==> src/rtl/g_hit_detect_pkg.sv <==
// g_hit_detect_pkg: shared FSM state and draw-mux mode codes for the Zapper hit test.
package g_hit_detect_pkg;
    typedef enum logic [2:0] {G_ST_IDLE, G_ST_ARM, G_ST_BLACK, G_ST_TARGET, G_ST_DONE} g_state_t;
    typedef enum logic [1:0] {G_DRAW_NORMAL, G_DRAW_BLACK, G_DRAW_TARGET} g_draw_t;
endpackage

==> src/rtl/g_hit_detect_light_sampler.sv <==
// g_hit_detect_light_sampler: synchronises GUN_Light and flags a long enough run of light after display settle.
module g_hit_detect_light_sampler #(
    parameter int SETTLE_CYCLES = 512,
    parameter int LIGHT_MIN     = 64
) (
    input  logic SYSTEM_Clock,
    input  logic SYSTEM_Rst_n,
    input  logic GUN_Light,
    input  logic clear,
    input  logic frame_start,
    output logic seen
);
    localparam int RW = $clog2(LIGHT_MIN + 1);
    localparam int SW = $clog2(SETTLE_CYCLES + 1);
    logic [1:0]    sync;
    logic [SW-1:0] settle;
    logic [RW-1:0] run;
    logic          light_s, inhibit;
    assign light_s = ~sync[1];
    assign inhibit = frame_start | (settle != '0);
    // sync resets to "dark" so no phantom light right after reset
    always_ff @(posedge SYSTEM_Clock or negedge SYSTEM_Rst_n) begin
        if (!SYSTEM_Rst_n) begin
            sync   <= 2'b11;
            settle <= '0;
            run    <= '0;
            seen   <= 1'b0;
        end else begin
            sync   <= {sync[0], GUN_Light};
            settle <= frame_start ? SW'(SETTLE_CYCLES) : (settle != '0 ? settle - SW'(1) : settle);
            run    <= (clear | inhibit | ~light_s) ? '0 : (run == RW'(LIGHT_MIN) ? run : run + RW'(1));
            seen   <= ~clear & (seen | (run == RW'(LIGHT_MIN)));
        end
    end
endmodule

==> src/rtl/g_hit_detect.sv <==
// g_hit_detect: Zapper shot sequencer (black frames, target frames, hit result handshake).
// Define G_AMBIENT_CHECK_EN to fault shots that see light during the black frames.
module g_hit_detect
    import g_hit_detect_pkg::*;
#(
    parameter int BLACK_FRAMES  = 1,
    parameter int TARGET_FRAMES = 1,
    parameter int SETTLE_CYCLES = 512,
    parameter int LIGHT_MIN     = 64
) (
    input  logic SYSTEM_Clock,
    input  logic SYSTEM_Rst_n,
    input  logic Trigger_Pull,
    input  logic GUN_Light,
    input  logic Frame_Start,
    input  logic Result_Read,
    output logic Flash_Black,
    output logic Flash_Target,
    output logic Busy,
    output logic Result_Valid,
`ifdef G_AMBIENT_CHECK_EN
    output logic Ambient_Fault,
`endif
    output logic Hit
);
    g_state_t   state, next;
    g_draw_t    draw;
    logic [3:0] frame_cnt;
    logic       trig_d, trig_edge, clear, last_frame, seen, hit, amb;
    assign trig_edge = Trigger_Pull & ~trig_d;
    assign clear     = next != state;
    always_comb begin
        next       = state;
        last_frame = Frame_Start && frame_cnt ==
                     (state == G_ST_BLACK ? 4'(BLACK_FRAMES - 1) : 4'(TARGET_FRAMES - 1));
        case (state)
            G_ST_IDLE:   next = trig_edge   ? G_ST_ARM    : state;
            G_ST_ARM:    next = Frame_Start ? G_ST_BLACK  : state;
            G_ST_BLACK:  next = last_frame  ? G_ST_TARGET : state;
            G_ST_TARGET: next = last_frame  ? G_ST_DONE   : state;
            G_ST_DONE:   next = Result_Read ? G_ST_IDLE   : state;
            default:     next = G_ST_IDLE;
        endcase
    end
    always_ff @(posedge SYSTEM_Clock or negedge SYSTEM_Rst_n) begin
        if (!SYSTEM_Rst_n) begin
            state     <= G_ST_IDLE;
            trig_d    <= 1'b0;
            frame_cnt <= '0;
            hit       <= 1'b0;
        end else begin
            state     <= next;
            trig_d    <= Trigger_Pull;
            frame_cnt <= clear ? '0 : frame_cnt + 4'(Frame_Start && (state == G_ST_BLACK || state == G_ST_TARGET));
            hit       <= state == G_ST_TARGET ? seen : hit;
        end
    end
`ifdef G_AMBIENT_CHECK_EN
    always_ff @(posedge SYSTEM_Clock or negedge SYSTEM_Rst_n) begin
        if (!SYSTEM_Rst_n) amb <= 1'b0;
        else amb <= state == G_ST_BLACK ? seen : amb;
    end
    assign Ambient_Fault = (state == G_ST_DONE) & amb;
`else
    assign amb = 1'b0;
`endif
    g_hit_detect_light_sampler #(.SETTLE_CYCLES(SETTLE_CYCLES), .LIGHT_MIN(LIGHT_MIN)) u_sampler (
        .SYSTEM_Clock (SYSTEM_Clock),
        .SYSTEM_Rst_n (SYSTEM_Rst_n),
        .GUN_Light    (GUN_Light),
        .clear        (clear),
        .frame_start  (Frame_Start),
        .seen         (seen)
    );
    assign draw         = state == G_ST_BLACK ? G_DRAW_BLACK : (state == G_ST_TARGET ? G_DRAW_TARGET : G_DRAW_NORMAL);
    assign Flash_Black  = draw == G_DRAW_BLACK;
    assign Flash_Target = draw == G_DRAW_TARGET;
    assign Busy         = state == G_ST_ARM || state == G_ST_BLACK || state == G_ST_TARGET;
    assign Result_Valid = state == G_ST_DONE;
    assign Hit          = (state == G_ST_DONE) & hit & ~amb;
endmodule

==> config.mk <==
export PLATFORM = sky130hd
export DESIGN_NAME = g_hit_detect
export DESIGN_NICKNAME = d
export VERILOG_FILES = /design/src/rtl/g_hit_detect_pkg.sv /design/src/rtl/g_hit_detect_light_sampler.sv /design/src/rtl/g_hit_detect.sv
export SDC_FILE = /design/constraint.sdc
export NUM_CORES = 1
export LEC_CHECK = 0
export BUFFER_PORTS_ARGS = -buffer_cell sky130_fd_sc_hd__clkbuf_2
export CORE_MARGIN = 2
export CORE_UTILIZATION = 50
export CTS_BUF_LIST = sky130_fd_sc_hd__clkbuf_4
export CTS_CLUSTER_SIZE = 24
export DETAILED_ROUTE_END_ITERATION = 7
export PLACE_DENSITY = 0.78
export SETUP_SLACK_MARGIN = 0.15
export SLEW_MARGIN = 30
export SYNTH_ARGS = -nofsm -noshare
export SYNTH_HDL_FRONTEND = slang
export SYNTH_SLANG_ARGS = --single-unit
==> constraint.sdc <==
create_clock -name SYSTEM_Clock -period 5.45 [get_ports SYSTEM_Clock]
set_clock_uncertainty 0.2 [all_clocks]
set_input_delay 0.2725 -clock SYSTEM_Clock [delete_from_list [all_inputs] [get_ports SYSTEM_Clock]]
set_output_delay 0.2725 -clock SYSTEM_Clock [all_outputs]
set_load 0.01 [all_outputs]
==> flow_summary.json <==
{
  "layout_min_cycle_time_ns": 2.106,
  "num_vias": 1136,
  "finalWorstSetupSlack_ns": 3.344,
  "drv_slew": 0,
  "synth_top_area_share_pct": 43.87,
  "ir_drop_mv": 0.2852,
  "drive_gt1_share_pct": 15.57,
  "initial_core_util_pct": 51.29,
  "grt_pass1_wl_um": 4912,
  "dp_hpwl_um": 1911,
  "required_ns": 5.47,
  "arrival_ns": 2.12,
  "synthArstFlopShare_pct": 100.0,
  "drt-wirelength-per-cell_um": 13.48,
  "synth.distinct_cells": 42,
  "critPathBufInv": 1,
  "port_buffers": 10,
  "drt_iter0_drc": 33,
  "maxCapViolations": 0,
  "placed_cell_area_mm2": 0.001599,
  "cts_resized": 0,
  "clk_pin_slew_ns": 0.09,
  "hold_path_class": "register to register",
  "slew_headroom_pct": 53.47,
  "cp-start-kind": "register",
  "p_leak_nw": 0.7799,
  "status": "completed",
  "dpl_worst_slack_ns": 3.355,
  "critPathTopFamily": "simple AND/OR/NAND/NOR gates",
  "yosysWarnings": 0,
  "row_count": 20,
  "synthCells": 151,
  "dieArea_mm2": 0.003540,
  "fin_nets": 177,
  "fmax_ghz": 0.4749,
  "crit_fanout": 10,
  "crit_type": "register to register",
  "cp_cell_sequence": "inv_1, ha_1, nor2b_1, and4_1, nor4b_2, mux2_4",
  "syn_nets": 162,
  "io-pin-count": 11,
  "grt.total_usage_pct": 18.96,
  "layout_commonest_cell": "dfrtp_1",
  "core_area_mm2": 0.003003,
  "post-route-util_pct": 56.58,
  "final_cell_mix": "27 x dfrtp_1, 12 x nor2_1, 11 x nor3_1, 10 x clkbuf_2",
  "ys_seq_area_share_pct": 47.28,
  "synth_seq_cells": 29,
  "antenna_found_initial": 0,
  "finalHoldViolCount": 0,
  "grt_max_degree": 30,
  "setup_viol": 0,
  "synth_top_area_cell": "dfrtp_1",
  "powerDensity_mw_per_mm2": 439.1,
  "clock_tree.root_cell": "clkbuf_4",
  "die-width_um": 59.50,
  "synth_top_cells_by_area": "dfrtp_1 44%, ha_1 4.1%, nor3_1 3.6%",
  "routed_via_density": 5.680,
  "htreeDepth": 2,
  "dr.pass1.iters": 4,
  "cp_slowest_cell": "dfrtp_1",
  "multiInputGateArea_um2": 749.5,
  "rsz0062_at_grt": "false",
  "drc": 0,
  "regArea_um2": 728.2,
  "timing.final.crit_share_pct": 38.64,
  "gp_congestion": 0.7731,
  "setup_tns_ns": 0,
  "cts_tree": "done",
  "antenna_cells": 0,
  "ant_nets": 0,
  "cts_num_sinks": 29,
  "clk_latency_ns": 0.32,
  "synth-main-ff-cell": "dfrtp_1",
  "synth_area_mm2": 0.001540,
  "die_y_um": 59.50,
  "design_area_mm2": 0.001699,
  "grt_pass1_vias": 1124,
  "clockBufferDepth": 2,
  "overflow": 0,
  "worstSetupEndpointType": "register",
  "fill_cells": 262,
  "worst_pin_slew_ns": 0.6980,
  "cpPeakStageDelay_ns": 0.41,
  "cts_buffers": 5,
  "wirelength_um": 2696,
  "synth.avg_cell_area_um2": 10.20,
  "synth_edf_count": 0,
  "area_growth_pct": 10.32
}
final timing paths:
check	end	slack, ns	depth (start not counted)	from
max	u_sampler.settle[5]	3.34	6	u_sampler.settle[0]
min	u_sampler.sync[1]	0.16	0	u_sampler.sync[0]
max reg2reg	u_sampler.settle[5]	3.34	6	u_sampler.settle[0]
min reg2reg	u_sampler.sync[1]	0.16	0	u_sampler.sync[0]
max in group asynchronous	u_sampler.run[1]	4.27	2	SYSTEM_Rst_n
min in group asynchronous	u_sampler.settle[4]	0.32	2	SYSTEM_Rst_n
cells in the mapped netlist (4+ instances only):
| master | number |
|---|---|
| a21oi_1 | 6 |
| and2_1 | 4 |
| dfrtp_1 | 27 |
| ha_1 | 5 |
| inv_1 | 8 |
| nand2_1 | 8 |
| nand2b_1 | 6 |
| nand3_1 | 6 |
| nor2_1 | 12 |
| nor2b_1 | 5 |
| nor3_1 | 11 |
| xnor2_1 | 6 |
| xor2_1 | 4 |
cells by family (layout without fill, tap and decap cells):
group / Yosys count / count (layout) / share of synthesized area [%]
AND/OR/NAND/NOR: 69 / 69 / 26.40
flip-flops: 29 / 29 / 47.28
AO/OA/AOI/OAI: 21 / 21 / 10.24
buffers and inverters: 14 / 30 / 4.062
XOR/XNOR: 10 / 10 / 5.686
adder cells (fa/ha/maj): 5 / 5 / 4.062
multiplexers: 3 / 3 / 2.274
per-layer routing:
layer / wire [um] / vias up / track usage [%] / part of all wire (%)
li1: - / 561 / - / -
met1: 1173 / 551 / 21.69 / 44
met2: 1359 / 15 / 32.03 / 50
met3: 86 / 9 / 6.114 / 3.2
met4: 76 / 0 / 8.889 / 2.8
met5: 0 / - / 0 / 0
state kept, by name, indices dropped and copies added (netlist names):
| register | cells |
|---|---|
| hit | 1 |
| u_sampler.sync | 2 |
| frame_cnt | 4 |
| u_sampler.settle | 10 |
| trig_d | 1 |
| u_sampler.run | 7 |
| state | 3 |
| u_sampler.seen | 1 |
what timing repair did:
item                      4_1_cts  5_1_grt
buffers inserted                0        0
hold buffers                    4        0
hold endpoints to repair       30        0
where the power goes:
part           internal (mW)  switching, mW
clock                 0.0663         0.0693
sequential             0.260         0.0732
combinational          0.133          0.144
total                  0.460          0.286
worst reg2reg max path, stage by stage, from the launching register on:
cell,delay [ns]
dfrtp_1,0.41
inv_1,0.06
ha_1,0.21
nor2b_1,0.17
and4_1,0.33
nor4b_2,0.30
mux2_4,0.32
layout make-up:
| cell class | instances | area share, % |
|---|---|---|
| timing repair buffer | 14 | 5.302 |
| tap | 33 | 2.430 |
| clock buffer | 8 | 3.535 |
| sequential | 29 | 42.86 |
| inverter | 8 | 1.767 |
| multi-input combinational | 108 | 44.11 |
through the flow:
stage	hold WS (ns)	cells	power, mW
after floorplan	-0.2231	151	0.5433
after global placement	0.1424	188	0.5944
after detailed placement	0.1490	188	0.6109
after CTS	0.1464	200	0.7509
after global routing	0.1671	200	0.8050
final	0.1597	200	0.7460
Power figures use the tool's default switching activity.
